## config.mk

```make
export PLATFORM = sky130hd
export DESIGN_NAME = cdb_arbiter
export DESIGN_NICKNAME = d
export VERILOG_FILES = /design/src/rtl/cdb_arbiter.sv
export SDC_FILE = /design/constraint.sdc
export NUM_CORES = 1
export LEC_CHECK = 0
export BUFFER_PORTS_ARGS = -buffer_cell sky130_fd_sc_hd__buf_2
export CORE_MARGIN = 1.5
export CORE_UTILIZATION = 25
export CTS_CLUSTER_DIAMETER = 60
export DETAILED_ROUTE_END_ITERATION = 8
export HOLD_SLACK_MARGIN = 0.1
export PLACE_DENSITY = 0.43
export SETUP_SLACK_MARGIN = 0.1
export SLEW_MARGIN = 20
export SYNTH_ARGS = -nofsm -noshare
export SYNTH_HDL_FRONTEND = slang
export SYNTH_SLANG_ARGS = --single-unit
```

## constraint.sdc

```tcl
create_clock -name clk -period 6.73 [get_ports clk]
set_input_delay 0 -clock clk [delete_from_list [all_inputs] [get_ports clk]]
set_output_delay 0 -clock clk [all_outputs]
set_load 0.01 [all_outputs]
```

## src/rtl/cdb_arbiter.sv

```systemverilog
// -----------------------------------------------------------------------------
// cdb_arbiter
//
// Arbitrates two result producers (ALU and load/store buffer) onto one shared
// common data bus. Each producer feeds its own small FIFO; every cycle in which
// any FIFO holds an entry, exactly one head entry is popped and registered onto
// the cdb outputs at the next rising edge.
//
// Build option:
//   CDB_ARB_RR_EN  defined   -> round-robin between the two FIFOs when both
//                               hold entries.
//                  undefined -> fixed priority, ALU always wins.
//
// Parameters:
//   WORD_W  result / PC width
//   TAG_W   ROB tag width; tag 0 is the null tag and is dropped on entry
//   DEPTH   per-requester FIFO depth (power of two, >= 2)
//
// Ports:
//   clk, rst_n          clock, asynchronous active-low reset
//   rollback_in         synchronous flush of both FIFOs and the arbitration
//                       pointer
//   alu_valid_in, alu_ready_out, alu_result_in, alu_tag_in, alu_new_pc_in
//                       ALU broadcast request
//   lsb_valid_in, lsb_ready_out, lsb_result_in, lsb_tag_in
//                       LSB broadcast request
//   cdb_valid_out, cdb_result_out, cdb_tag_out, cdb_new_pc_out, cdb_src_out
//                       registered common data bus (src: 0 = ALU, 1 = LSB)
//
// Handshake: a beat transfers on a rising edge where valid_in and ready_out are
// both high. ready_out depends only on registered FIFO occupancy, so it never
// combinationally follows valid_in or a same-cycle pop. valid_in may be raised
// without waiting for ready_out; a beat offered while ready_out is low is not
// taken and must be held (or re-offered) by the producer.
// -----------------------------------------------------------------------------

// Single-clock FIFO used once per requester. flush has precedence over push
// and pop. Push is refused whenever the FIFO is full, even if a pop happens in
// the same cycle, so the producer-facing ready stays purely registered.
//
// Ports:
//   clk, rst_n   clock, asynchronous active-low reset
//   flush        synchronous clear of all entries
//   push         write push_data at the tail (ignored when full)
//   push_data    entry to write
//   pop          remove the head entry (ignored when empty)
//   head_data    current head entry (undefined content when empty)
//   empty, full  registered occupancy flags
module cdb_fifo #(
    parameter int W     = 8,
    parameter int DEPTH = 2
) (
    input  logic         clk,
    input  logic         rst_n,
    input  logic         flush,
    input  logic         push,
    input  logic [W-1:0] push_data,
    input  logic         pop,
    output logic [W-1:0] head_data,
    output logic         empty,
    output logic         full
);
    localparam int AW = $clog2(DEPTH);
    localparam logic [AW:0] FULL_CNT = (AW+1)'(DEPTH);

    logic [W-1:0]  mem [DEPTH];
    logic [AW-1:0] wr_ptr;
    logic [AW-1:0] rd_ptr;
    logic [AW:0]   count;
    logic          do_push;
    logic          do_pop;

    assign empty   = (count == '0);
    assign full    = (count == FULL_CNT);
    assign do_push = push && !full && !flush;
    assign do_pop  = pop && !empty && !flush;

    assign head_data = mem[rd_ptr];

    // Storage needs no reset: an entry is only read after it has been written.
    always_ff @(posedge clk) begin
        if (do_push) begin
            mem[wr_ptr] <= push_data;
        end
    end

    // DEPTH is a power of two, so the pointers wrap by plain overflow.
    always_ff @(posedge clk or negedge rst_n) begin
        if (!rst_n) begin
            wr_ptr <= '0;
            rd_ptr <= '0;
            count  <= '0;
        end else if (flush) begin
            wr_ptr <= '0;
            rd_ptr <= '0;
            count  <= '0;
        end else begin
            if (do_push) begin
                wr_ptr <= wr_ptr + AW'(1);
            end
            if (do_pop) begin
                rd_ptr <= rd_ptr + AW'(1);
            end
            case ({do_push, do_pop})
                2'b10:   count <= count + (AW+1)'(1);
                2'b01:   count <= count - (AW+1)'(1);
                default: count <= count;
            endcase
        end
    end
endmodule

module cdb_arbiter #(
    parameter int WORD_W = 32,
    parameter int TAG_W  = 4,
    parameter int DEPTH  = 2
) (
    input  logic              clk,
    input  logic              rst_n,
    input  logic              rollback_in,

    input  logic              alu_valid_in,
    output logic              alu_ready_out,
    input  logic [WORD_W-1:0] alu_result_in,
    input  logic [TAG_W-1:0]  alu_tag_in,
    input  logic [WORD_W-1:0] alu_new_pc_in,

    input  logic              lsb_valid_in,
    output logic              lsb_ready_out,
    input  logic [WORD_W-1:0] lsb_result_in,
    input  logic [TAG_W-1:0]  lsb_tag_in,

    output logic              cdb_valid_out,
    output logic [WORD_W-1:0] cdb_result_out,
    output logic [TAG_W-1:0]  cdb_tag_out,
    output logic [WORD_W-1:0] cdb_new_pc_out,
    output logic              cdb_src_out
);
    // ALU entry = {tag, result, new_pc}; LSB entry = {tag, result}.
    localparam int ALU_W = TAG_W + 2 * WORD_W;
    localparam int LSB_W = TAG_W + WORD_W;

    logic              alu_full;
    logic              alu_empty;
    logic              lsb_full;
    logic              lsb_empty;
    logic              alu_push;
    logic              lsb_push;
    logic              grant_alu;
    logic              grant_lsb;
    logic              alu_pending;
    logic              lsb_pending;
    logic [ALU_W-1:0]  alu_head;
    logic [LSB_W-1:0]  lsb_head;

    logic [TAG_W-1:0]  alu_head_tag;
    logic [WORD_W-1:0] alu_head_result;
    logic [WORD_W-1:0] alu_head_pc;
    logic [TAG_W-1:0]  lsb_head_tag;
    logic [WORD_W-1:0] lsb_head_result;

    assign alu_ready_out = !alu_full;
    assign lsb_ready_out = !lsb_full;

    // A null-tag beat completes its handshake but is never stored. Beats
    // offered in a rollback cycle are ignored outright.
    assign alu_push = alu_valid_in && alu_ready_out && (alu_tag_in != '0) && !rollback_in;
    assign lsb_push = lsb_valid_in && lsb_ready_out && (lsb_tag_in != '0) && !rollback_in;

    assign alu_pending = !alu_empty;
    assign lsb_pending = !lsb_empty;

    cdb_fifo #(
        .W     (ALU_W),
        .DEPTH (DEPTH)
    ) u_alu_fifo (
        .clk       (clk),
        .rst_n     (rst_n),
        .flush     (rollback_in),
        .push      (alu_push),
        .push_data ({alu_tag_in, alu_result_in, alu_new_pc_in}),
        .pop       (grant_alu),
        .head_data (alu_head),
        .empty     (alu_empty),
        .full      (alu_full)
    );

    cdb_fifo #(
        .W     (LSB_W),
        .DEPTH (DEPTH)
    ) u_lsb_fifo (
        .clk       (clk),
        .rst_n     (rst_n),
        .flush     (rollback_in),
        .push      (lsb_push),
        .push_data ({lsb_tag_in, lsb_result_in}),
        .pop       (grant_lsb),
        .head_data (lsb_head),
        .empty     (lsb_empty),
        .full      (lsb_full)
    );

    assign {alu_head_tag, alu_head_result, alu_head_pc} = alu_head;
    assign {lsb_head_tag, lsb_head_result}              = lsb_head;

`ifdef CDB_ARB_RR_EN
    // prefer_lsb selects the winner only when both FIFOs hold entries, and only
    // such contested grants move it. An uncontested grant leaves it alone, so
    // the side that lost the last contest is the one that wins the next.
    logic prefer_lsb;

    always_ff @(posedge clk or negedge rst_n) begin
        if (!rst_n) begin
            prefer_lsb <= 1'b0;
        end else if (rollback_in) begin
            prefer_lsb <= 1'b0;
        end else if (alu_pending && lsb_pending) begin
            prefer_lsb <= grant_alu;
        end
    end
`endif

    always_comb begin
        grant_alu = 1'b0;
        grant_lsb = 1'b0;
        if (!rollback_in) begin
`ifdef CDB_ARB_RR_EN
            if (alu_pending && lsb_pending) begin
                grant_alu = !prefer_lsb;
                grant_lsb = prefer_lsb;
            end else begin
                grant_alu = alu_pending;
                grant_lsb = lsb_pending;
            end
`else
            grant_alu = alu_pending;
            grant_lsb = lsb_pending && !alu_pending;
`endif
        end
    end

    // Bus register: one cycle of valid per granted beat. Payload fields are
    // held when idle and only meaningful while cdb_valid_out is high.
    always_ff @(posedge clk or negedge rst_n) begin
        if (!rst_n) begin
            cdb_valid_out  <= 1'b0;
            cdb_result_out <= '0;
            cdb_tag_out    <= '0;
            cdb_new_pc_out <= '0;
            cdb_src_out    <= 1'b0;
        end else if (rollback_in) begin
            cdb_valid_out  <= 1'b0;
        end else if (grant_alu) begin
            cdb_valid_out  <= 1'b1;
            cdb_result_out <= alu_head_result;
            cdb_tag_out    <= alu_head_tag;
            cdb_new_pc_out <= alu_head_pc;
            cdb_src_out    <= 1'b0;
        end else if (grant_lsb) begin
            cdb_valid_out  <= 1'b1;
            cdb_result_out <= lsb_head_result;
            cdb_tag_out    <= lsb_head_tag;
            cdb_new_pc_out <= '0;
            cdb_src_out    <= 1'b1;
        end else begin
            cdb_valid_out  <= 1'b0;
        end
    end

    // At most one head may be granted, and only from a FIFO holding an entry.
    a_one_grant : assert property (@(posedge clk) disable iff (!rst_n)
        !(grant_alu && grant_lsb));
    a_alu_grant_pending : assert property (@(posedge clk) disable iff (!rst_n)
        grant_alu |-> alu_pending);
    a_lsb_grant_pending : assert property (@(posedge clk) disable iff (!rst_n)
        grant_lsb |-> lsb_pending);
endmodule

```

==> impl_metrics.yaml <==
timing:
  setup_viol: 0
  worst_pin_slew_ps: 927
  min_period_over_period_pct: 39.1
  clock-skew-final_ps: 23.7
  slew_headroom_pct: 38.1
  fin_crit_ps: 2630
  report.final.slew_viol_count: 0
  max_freq_ghz: 0.380
  tns_ps: 0
  grt_setup_unrepaired: "no"
  hold_viol: 0
layout:
  drive_above_1_share_pct: 32.6
  ff_latch_area_sq_um: 8200
  syn_to_final_growth_pct: 35.8
  final_util_pct: 34.3
  multi_input_area_sq_um: 2490
  nets: 987
  fill_cells: 4203
  stdcell_count: 1493
synth:
  yosys-top-cells-area: "edfxtp_1 57%, dfrtp_1 18%, mux2i_1 13%, mux2_4 4.0%, o2bb2ai_1 2.6%"
  ys_warn_count: 0
  syn-cell-area_sq_um: 10900
  syn_nets: 673
  synth_edf_count: 208
  yosysMostFrequentCell: "edfxtp_1"
  synth_cell_types: 37
  synth_ff_type: "edfxtp_1"
  synth_top_area_share_pct: 57.5
  yosys.area.top_type: "edfxtp_1"
  yosysSeqAreaShare_pct: 75.4
  syn_area_per_cell_sq_um: 19.3
  ys_async_sr_fraction_pct: 27.3
  synth_commonest_cells: "208 x edfxtp_1, 140 x mux2i_1, 78 x dfrtp_1, 32 x o2bb2ai_1, 29 x mux2_4"
  ys_ff_latch: 286
  synth_cells: 564
run_status:
  outcome: "finished clean"
drt:
  wl_per_cell_um: 17.6
  vias_per_cell: 4.02
  drtAntennaViolNets: 0
  drt-total-wl_mm: 26.2
  dr.pass1.iters: 4
  drc: 0
  drt_iter0_drc: 261
  vias: 6001
worst_setup_path:
  startpoint_type: "register"
  crit_path_end_kind: "register"
  path_max_fanout: 37
  crit_arrival_ps: 3040
  crit_type: "register to register"
  cp.required_ps: 7130
placed_design:
  port-buffer-count: 180
  place_inst: 1312
  post-dp-hpwl_mm: 15.0
  place.gp.congestion: 0.683
grt:
  antenna_found_initial: 1
  grt-ovfl-total: 0
  use_met3_pct: 3.93
  grt_usage_pct: 11.8
  grt_most_used_layer: "met2"
  grt_pass1_wl_mm: 38.7
  use_met1_pct: 14.8
  use_met2_pct: 18.7
  grt_max_degree: 51
  grt_pass1_vias: 6416
clock_network:
  cts_buffer_depth: 3
  cts-root-buf: "clkbuf_16"
  cts_resized: 0
  h-tree-depth: 2
  clock_latency_ps: 540
  hold_buffers: 112
  cts.sinks: 286
  cts_tree: "yes"
  cts_buffers: 37
  post-cts-setup-buffers: 0
  clk_pin_slew_worst_paths_ps: 60
pwr:
  ir_drop_uv: 151
  p_leak_uw: 0.00577
  p_total_uw: 4580
  powerDensity_nw_per_um2: 310
worst_hold_path:
  hold_path_class: "input port to register"
floorplan:
  initial_core_util_pct: 25.3
  die_y_um: 212
  rows: 76
  coreArea_sq_um: 43000
  design.die.area_sq_um: 44700
  io_pins: 181
  die_w_um: 212
run:
  cap_violations: 0
## state kept, by name, indices dropped and copies added, names as in the netlist
| register | flops |
|---|---|
| u_alu_fifo.mem | 136 |
| u_lsb_fifo.count | 2 |
| cdb_src_out | 1 |
| u_alu_fifo.count | 2 |
| cdb_result_out | 32 |
| cdb_tag_out | 4 |
| cdb_new_pc_out | 32 |
| u_alu_fifo.wr_ptr | 1 |
| u_lsb_fifo.mem | 72 |
| u_lsb_fifo.wr_ptr | 1 |
| u_alu_fifo.rd_ptr | 1 |
| cdb_valid_out | 1 |
| u_lsb_fifo.rd_ptr | 1 |
## stage by stage
stage	setup WS, ps	instance area [sq um]	hold WS [ps]
3_3_place_gp	4030	12400	-13.4
5_1_grt	3920	14800	157
4_1_cts	4010	14800	137
6_report	4100	14800	181
3_5_place_dp	4030	12400	-1.01
2_1_floorplan	392	10900	-296
## cell families after synthesis
kind of cell,share of synthesized area (%)
compound gates,3.56
simple gates,1.24
mux,17.7
buf+inv,1.99
flops,75.4
xor+xnor,0.0806
## area by class of cell
class                      count  area share (%)
antenna                        1          0.0170
multi-input combinational    248            16.9
tap                          585            4.96
timing repair buffer         303            14.3
sequential                   286            55.6
clock buffer                  52            7.15
clock inverter                16            1.00
inverter                       2           0.102
## power by group
part	internal, uW	total [uW]	switching, uW
Combinational	279	540	260
Sequential	2040	2120	79.1
Clock	1180	1920	743
Total	3500	4580	1080
## path summary, 6_finish.rpt
check	startpoint	endpoint	cells past startpoint	slack [ps]
max reg2reg	u_alu_fifo.count[1]	cdb_result_out[8]	4	4100
min reg2reg	cdb_new_pc_out[23]	cdb_new_pc_out[23]	1	480
min in group asynchronous	rst_n	cdb_new_pc_out[4]	4	520
min	lsb_result_in[25]	u_lsb_fifo.mem[0][25]	2	180
max in group asynchronous	rst_n	u_alu_fifo.rd_ptr	4	5350
max	u_alu_fifo.count[1]	cdb_result_out[8]	4	4100
## worst max-delay path: stages (launching register included)
cell,delay [ps]
dfrtp_1,470
o21bai_4,780
buf_4,740
mux2i_1,170
mux2_4,280
## per-layer routing
metal  up-vias  share of wire [%]
li1       2834                  -
met1      2946                 44
met2       164                 46
met3        57                7.0
met4         0                2.9
met5         -                  0
## placed cells by master (no fill, tap or decap), types with 4 or more instances in the layout
| cell | count |
|---|---|
| nand2_1 | 4 |
| buf_4 | 12 |
| mux2i_1 | 140 |
| dfrtp_1 | 76 |
| clkbuf_16 | 39 |
| dlygate4sd3_1 | 111 |
| mux2_4 | 29 |
| o2bb2ai_1 | 32 |
| edfxtp_1 | 208 |
| mux2_2 | 8 |
| clkinv_2 | 7 |
| clkbuf_1 | 10 |
| buf_2 | 179 |
| nor2_1 | 5 |
(Power assumes the default switching activity.)
